**config.mk**
```make
export PLATFORM = sky130hd
export DESIGN_NAME = rf_wb_scheduler_flat
export DESIGN_NICKNAME = d
export VERILOG_FILES = /design/src/rtl/rf_wb_scheduler_if.sv /design/src/rtl/rf_wb_scheduler.sv /design/src/flat_wrapper.sv
export SDC_FILE = /design/constraint.sdc
export NUM_CORES = 1
export LEC_CHECK = 0
export ABC_AREA = 0
export CORE_UTILIZATION = 45
export DETAILED_ROUTE_END_ITERATION = 12
export PLACE_DENSITY = 0.85
export REMOVE_ABC_BUFFERS = 1
export SYNTH_ARGS = -nofsm -noshare
export SYNTH_HDL_FRONTEND = slang
export SYNTH_SLANG_ARGS = --single-unit
```
**constraint.sdc**
```tcl
create_clock -name clk -period 3.4 [get_ports clk]
set_input_delay 0.68 -clock clk [delete_from_list [all_inputs] [get_ports clk]]
set_output_delay 0.68 -clock clk [all_outputs]
set_load 0.02 [all_outputs]
```
**src/rtl/rf_wb_scheduler_if.sv**
```systemverilog
// Writeback-source bus for rf_wb_scheduler.
// The execute units (ALU=0, LSU=1, MDU=2) act as master and present
// valid/rd/data. The scheduler acts as slave and returns a one-hot grant.
interface rf_wb_scheduler_if #(
  parameter int NSRC = 3,
  parameter int DW   = 32
);
  logic [NSRC-1:0]    src_valid;
  logic [NSRC*5-1:0]  src_rd;
  logic [NSRC*DW-1:0] src_data;
  logic [NSRC-1:0]    src_ready;

  modport master (output src_valid, output src_rd, output src_data, input src_ready);
  modport slave  (input src_valid, input src_rd, input src_data, output src_ready);
endinterface

```
**src/rtl/rf_wb_scheduler.sv**
```systemverilog
// rf_wb_scheduler: register-file writeback scheduler.
//  - Arbitrates three writeback sources onto the single regfile write port.
//    The write port is registered and has a 1-cycle latency.
//  - Tracks pending destination registers in a 32-entry busy scoreboard and
//    stalls issue on RAW/WAW hazards. r0 is never busy.
// Build option: define RF_WB_RR_EN for round-robin arbitration. By default the
// arbiter uses fixed priority LSU(1) > MDU(2) > ALU(0).
module rf_wb_scheduler (
  input  logic                   clk,
  input  logic                   reset,          // async, active-low
  input  logic                   issue_valid_i,
  input  logic [4:0]             issue_rj_i,
  input  logic [4:0]             issue_rk_i,
  input  logic [4:0]             issue_rd_i,
  input  logic                   issue_we_i,
  output logic                   issue_stall_o,
  input  logic                   flush_i,
  rf_wb_scheduler_if.slave       wb,
  output logic                   wb_en_o,
  output logic [4:0]             wb_rd_o,
  output logic [31:0]            wb_data_o,
  output logic                   idle_o
);

  localparam int NSRC = 3;

  logic [31:0] busy_q, busy_d;
  logic        wb_en_q;
  logic [4:0]  wb_rd_q;
  logic [31:0] wb_data_q;

  logic        gnt_any_s;
  logic [1:0]  gnt_idx_s;
  logic        xfer_s;
  logic [4:0]  xfer_rd_s;
  logic [31:0] xfer_data_s;
  logic        accept_s;

`ifdef RF_WB_RR_EN
  logic [1:0] rr_ptr_q, rr_ptr_d;

  // Source index (base + off) modulo NSRC, for base, off < NSRC.
  function automatic logic [1:0] wrap_idx(input logic [1:0] base, input logic [1:0] off);
    logic [2:0] sum;
    sum = {1'b0, base} + {1'b0, off};
    if (sum >= 3'd3) begin
      sum = sum - 3'd3;
    end else begin
      sum = sum;
    end
    return sum[1:0];
  endfunction

  // Round-robin arbiter: pick the first valid source at or after rr_ptr.
  always_comb begin
    gnt_any_s = 1'b0;
    gnt_idx_s = 2'd0;
    for (int i = 0; i < NSRC; i++) begin
      if (!gnt_any_s && wb.src_valid[wrap_idx(rr_ptr_q, 2'(i))]) begin
        gnt_any_s = 1'b1;
        gnt_idx_s = wrap_idx(rr_ptr_q, 2'(i));
      end else begin
        gnt_any_s = gnt_any_s;
      end
    end
  end

  // After a transfer, the source following the winner gets first pick.
  always_comb begin
    if (xfer_s) begin
      rr_ptr_d = wrap_idx(gnt_idx_s, 2'd1);
    end else begin
      rr_ptr_d = rr_ptr_q;
    end
  end

  // Round-robin pointer register.
  always_ff @(posedge clk or negedge reset) begin
    if (!reset) begin
      rr_ptr_q <= 2'd0;
    end else begin
      rr_ptr_q <= rr_ptr_d;
    end
  end
`else
  // Fixed-priority arbiter: LSU first, then MDU, then ALU.
  always_comb begin
    gnt_any_s = 1'b1;
    gnt_idx_s = 2'd0;
    if (wb.src_valid[1]) begin
      gnt_idx_s = 2'd1;
    end else if (wb.src_valid[2]) begin
      gnt_idx_s = 2'd2;
    end else if (wb.src_valid[0]) begin
      gnt_idx_s = 2'd0;
    end else begin
      gnt_any_s = 1'b0;
    end
  end
`endif

  // No grant while reset is asserted. A grant with valid is a transfer.
  assign xfer_s       = reset & gnt_any_s;
  assign wb.src_ready = xfer_s ? (3'b001 << gnt_idx_s) : 3'b000;

  // Route the winning source's address and data toward the write port.
  always_comb begin
    xfer_rd_s   = 5'd0;
    xfer_data_s = 32'd0;
    case (gnt_idx_s)
      2'd0: begin
        xfer_rd_s   = wb.src_rd[4:0];
        xfer_data_s = wb.src_data[31:0];
      end
      2'd1: begin
        xfer_rd_s   = wb.src_rd[9:5];
        xfer_data_s = wb.src_data[63:32];
      end
      2'd2: begin
        xfer_rd_s   = wb.src_rd[14:10];
        xfer_data_s = wb.src_data[95:64];
      end
      default: begin
        xfer_rd_s   = 5'd0;
        xfer_data_s = 32'd0;
      end
    endcase
  end

  // Hazard check uses only registered busy bits. A clear in this cycle does not bypass.
  assign issue_stall_o = issue_valid_i &
                         (busy_q[issue_rj_i] | busy_q[issue_rk_i] |
                          (issue_we_i & busy_q[issue_rd_i]));
  assign accept_s      = issue_valid_i & ~issue_stall_o & ~flush_i;

  // Scoreboard next state: clear on writeback, then set on issue (set wins).
  // Flush overrides both. r0 is forced clear.
  always_comb begin
    busy_d = busy_q;
    if (xfer_s) begin
      busy_d[xfer_rd_s] = 1'b0;
    end else begin
      busy_d = busy_d;
    end
    if (accept_s && issue_we_i && (issue_rd_i != 5'd0)) begin
      busy_d[issue_rd_i] = 1'b1;
    end else begin
      busy_d = busy_d;
    end
    if (flush_i) begin
      busy_d = 32'd0;
    end else begin
      busy_d = busy_d;
    end
    busy_d[0] = 1'b0;
  end

  // Scoreboard and registered write port. Address and data hold when idle.
  always_ff @(posedge clk or negedge reset) begin
    if (!reset) begin
      busy_q    <= 32'd0;
      wb_en_q   <= 1'b0;
      wb_rd_q   <= 5'd0;
      wb_data_q <= 32'd0;
    end else begin
      busy_q  <= busy_d;
      wb_en_q <= xfer_s;
      if (xfer_s) begin
        wb_rd_q   <= xfer_rd_s;
        wb_data_q <= xfer_data_s;
      end else begin
        wb_rd_q   <= wb_rd_q;
        wb_data_q <= wb_data_q;
      end
    end
  end

  assign wb_en_o   = wb_en_q;
  assign wb_rd_o   = wb_rd_q;
  assign wb_data_o = wb_data_q;
  assign idle_o    = (busy_q == 32'd0) & ~wb_en_q;

endmodule
```
**src/flat_wrapper.sv**
```systemverilog
// flat-port wrapper written by rule: the top's interface ports become plain ports
module rf_wb_scheduler_flat 
  (clk, reset, issue_valid_i, issue_rj_i, issue_rk_i, issue_rd_i, issue_we_i, issue_stall_o, flush_i, wb_en_o, wb_rd_o, wb_data_o, idle_o, wb_src_valid, wb_src_rd, wb_src_data, wb_src_ready);
  rf_wb_scheduler_if wb_i ();
  input  logic clk;
  input  logic reset;
  input  logic issue_valid_i;
  input  logic [4:0] issue_rj_i;
  input  logic [4:0] issue_rk_i;
  input  logic [4:0] issue_rd_i;
  input  logic issue_we_i;
  output logic issue_stall_o;
  input  logic flush_i;
  output logic wb_en_o;
  output logic [4:0] wb_rd_o;
  output logic [31:0] wb_data_o;
  output logic idle_o;
  input wire logic [$bits(wb_i.src_valid)-1:0] wb_src_valid;
  input wire logic [$bits(wb_i.src_rd)-1:0] wb_src_rd;
  input wire logic [$bits(wb_i.src_data)-1:0] wb_src_data;
  output wire logic [$bits(wb_i.src_ready)-1:0] wb_src_ready;
  assign wb_i.src_valid = wb_src_valid;
  assign wb_i.src_rd = wb_src_rd;
  assign wb_i.src_data = wb_src_data;
  assign wb_src_ready = wb_i.src_ready;
  rf_wb_scheduler u_core (.clk(clk), .reset(reset), .issue_valid_i(issue_valid_i), .issue_rj_i(issue_rj_i), .issue_rk_i(issue_rk_i), .issue_rd_i(issue_rd_i), .issue_we_i(issue_we_i), .issue_stall_o(issue_stall_o), .flush_i(flush_i), .wb(wb_i), .wb_en_o(wb_en_o), .wb_rd_o(wb_rd_o), .wb_data_o(wb_data_o), .idle_o(idle_o));
endmodule
```
==> results.md <==
- Slew @ Worst Pin: 1.263 ns
- Status: finished, final reports clean
- Via density: 6.002
- All-Layer GR Usage: a little under a third
- # diodes: 0
- Crit path max fanout: 10
- Worst Path Required: roughly 2.7 ns
- Post-synth top flop: dfrtp_1
- Port bufs: approximately 180
- Number of global-route vias before repair: between 5,000 and 6,000
- Final hold violation count: 0
- Rows: 37
- Total power draw: between 2 and 2.5 mW
- Max layer used: met4
- Synth top area share: roughly 36%
- Util after Layout: between 60% and 70%
- Crit path time final: approximately 3.3 ns
- Final WS setup: roughly 0.05 ns
- Post-synth ARST share: 100.0%
- Total wire length: ~17 mm
- CTS Buf Count: 9
- Number of synthesis warnings: 0
- Mapped Area: ~4700 µm²
- R2r startpoint: u_core.busy_q[21]$_DFF_PN0_
- Initial DRT Pass Iterations: 5
- Synth area leader: dfrtp_1
- Die ar.: roughly 11,000 µm²
- Most instantiated cells after synthesis: nand2_1 (81), dfrtp_1 (69), mux2i_1 (54)
- Initial Util: roughly 46%
- Count of distinct cell types in the synthesized netlist: 43
- Die Ht: roughly 100 µm
- I/O pin total: approximately 180
- Slew Limit Fails: 0
- DR vias: a little over 5,000
- Power Density: roughly 350 nW/µm²
- Min-Delay Path Class: input port to async pin
- Worst Skew: roughly 0.0058 ns
- M1 wire length: around 6.3 mm
- H-tree depth: 3
- WP data arrival: around 2.7 ns
- Post-route ant nets: 0
- Mean Syn Cell Area: 8.902 µm²
- Largest net degree at the start of global routing: 76
- Width of the die: 104.6 µm
- Placed Cells: approximately 840
- CP Launch Type: input port
- DRC: 0
- GRT overflow: 0
- Iteration-0 DRC Markers: between 400 and 500
- Max VDD drop: between 0.2 and 0.25 mV
- Placed wire-length estimate: about 13 mm
- CTS tree: done
- Area delta synth->final: 49.22%
- Wire per inst: 19.76 µm
- Initial antenna violation count: 0
- Clock-pin slew on the worst setup and hold paths: roughly 0.07 ns
- Max_cap viols: 0
- # clock sinks: approximately 70
- Finished Layout Cells: between 800 and 900
- Max_slew headroom: roughly 15%
- Layout cells sized above 1: between 10% and 20%
- CP endpoint kind: primary output
- Largest cells by area after synthesis: dfrtp_1 (36%), mux2i_1 (11%), nand2_1 (6.4%)
- Clock buffer depth: 2
- Crit Reg-Reg Endpoint: u_core.busy_q[1]$_DFF_PN0_
- Final-report setup violation count: 0
- Syn Inst Count: between 500 and 600
- Post-Place Setup Slack: -0.5507 ns
- Top-count cell post-synth: nand2_1
- Sequential share of the synthesized area: about 36%
- Met3 routed WL: ~1.7 mm
- Critical path class: input port to primary output
- Nets: between 800 and 900
- GPL Wtd Cong: between 1 and 1.5
- Yosys reg bits: 69
- Core ar.: ~10,000 µm²
- CP endpoint: issue_stall_o
- DR WL met2: slightly above 8 mm
- F_max: between 200 and 300 MHz
- Setup TNS: 0 ns
- Reg2Reg Depth: 7
- Root Buffer: clkbuf_8
- P_leak: about 2.9 nW
- Clk Latency, worst-skew pair: roughly 0.35 ns
- Critical Path Start: issue_rd_i[4]
- Global-route wire length before repair: 27.25 mm
- Period utilization: 98.51%
- Number of flops mapped to enable cells by yosys: 0
- R2R setup slack: roughly 0.84 ns
==> power by group <==
part / switching (mW) / internal [mW]
registers: 0.0348 / 0.879
logic: 0.358 / 0.357
clock network: 0.321 / 0.549
total: 0.713 / 1.78
==> stage by stage <==
stage          hold WS, ns  area (µm²)
3_5_place_dp        0.4691        6756
6_report            0.1713        7067
3_3_place_gp        0.4603        6756
4_1_cts             0.1635        7027
5_1_grt             0.1563        7067
2_1_floorplan       0.3844        4561
==> critical path, stage by stage <==
cell	delay, ns
clkdlybuf4s50_1	0.49
buf_4	0.18
nand3b_1	0.17
nor2_1	0.06
nor4_1	0.40
a32oi_2	0.12
o21a_1	0.23
o21a_1	0.19
buf_4	0.15
==> cell usage in the layout (no fill, tap or decap), drive strengths merged, types with 2 or more instances in the layout <==
cell type and instances:
a311oi 2, nand2b 4, o41ai 26, nor2b 4, nor2 38, nor3b 2, inv 5, or3b 2
buf 43, mux2i 54, nand3 8, o21a 6, dfrtp 69, bufinv 3, o21ai 41, nor3 12
a21oi 34, o31ai 6, nand4 6, a211oi 2, nand3b 35, clkbuf 13, mux4 13, a2111oi 3
o22ai 2, and2 2, or2 5, clkdlybuf4s50 169, nor4 9, mux2 5, nand2 81, and3 4
==> cell families (layout without fill, tap and decap cells) <==
| group | count (synthesis) | in the layout | share of synthesized area [%] |
|---|---|---|---|
| buffers and inverters | 49 | 236 | 4.095 |
| AOI/OAI and AO/OA | 127 | 127 | 17.81 |
| and+or+nand+nor | 215 | 215 | 22.85 |
| DFF | 69 | 69 | 36.46 |
| muxes | 72 | 72 | 18.78 |
==> worst min-delay path by stage <==
stage | start | to | slack (ns) | cells after the start
floorplan | reset | u_core.busy_q[10]$_DFF_PN0_ | 0.38 | 0
global placement | u_core.wb_data_o[10]$_DFFE_PN0P_ | u_core.wb_data_o[10]$_DFFE_PN0P_ | 0.46 | 2
detailed placement | u_core.wb_data_o[31]$_DFFE_PN0P_ | u_core.wb_data_o[31]$_DFFE_PN0P_ | 0.47 | 2
CTS | reset | u_core.wb_data_o[17]$_DFFE_PN0P_ | 0.16 | 1
global route | reset | u_core.wb_data_o[17]$_DFFE_PN0P_ | 0.16 | 1
finish | reset | u_core.wb_data_o[17]$_DFFE_PN0P_ | 0.17 | 1
==> sequential cells by signal, indices dropped and copies added, names as in the netlist <==
name and count:
u_core.wb_data_o 32, u_core.busy_q 31, u_core.wb_rd_o 5, u_core.wb_en_o 1
==> layer usage <==
| metal | global-route usage, % | up-vias |
|---|---|---|
| met5 | 0 | - |
| met4 | 14.79 | 0 |
| met3 | 10.17 | 65 |
| met2 | 54.07 | 280 |
| met1 | 36.10 | 2450 |
| li1 | - | 2337 |
==> final cells by class <==
| type | instances | area [µm²] |
|---|---|---|
| Fill cell | 812 | 3211 |
| Multi-Input combinational cell | 414 | 2836 |
| Timing Repair Buffer | 215 | 2056 |
| Sequential cell | 69 | 1727 |
| Tap cell | 136 | 170.2 |
| Clock buffer | 13 | 168.9 |
| Clock inverter | 3 | 90.09 |
| Inverter | 5 | 18.77 |
==> timing repair <==
item / in CTS / in global routing
pin swaps: 2 / 4
resized for setup: 7 / 7
setup endpoints to repair: 1 / 1
buffers inserted: 2 / 2
hold buffers: 0 / 0
(Power assumes the default switching activity.)
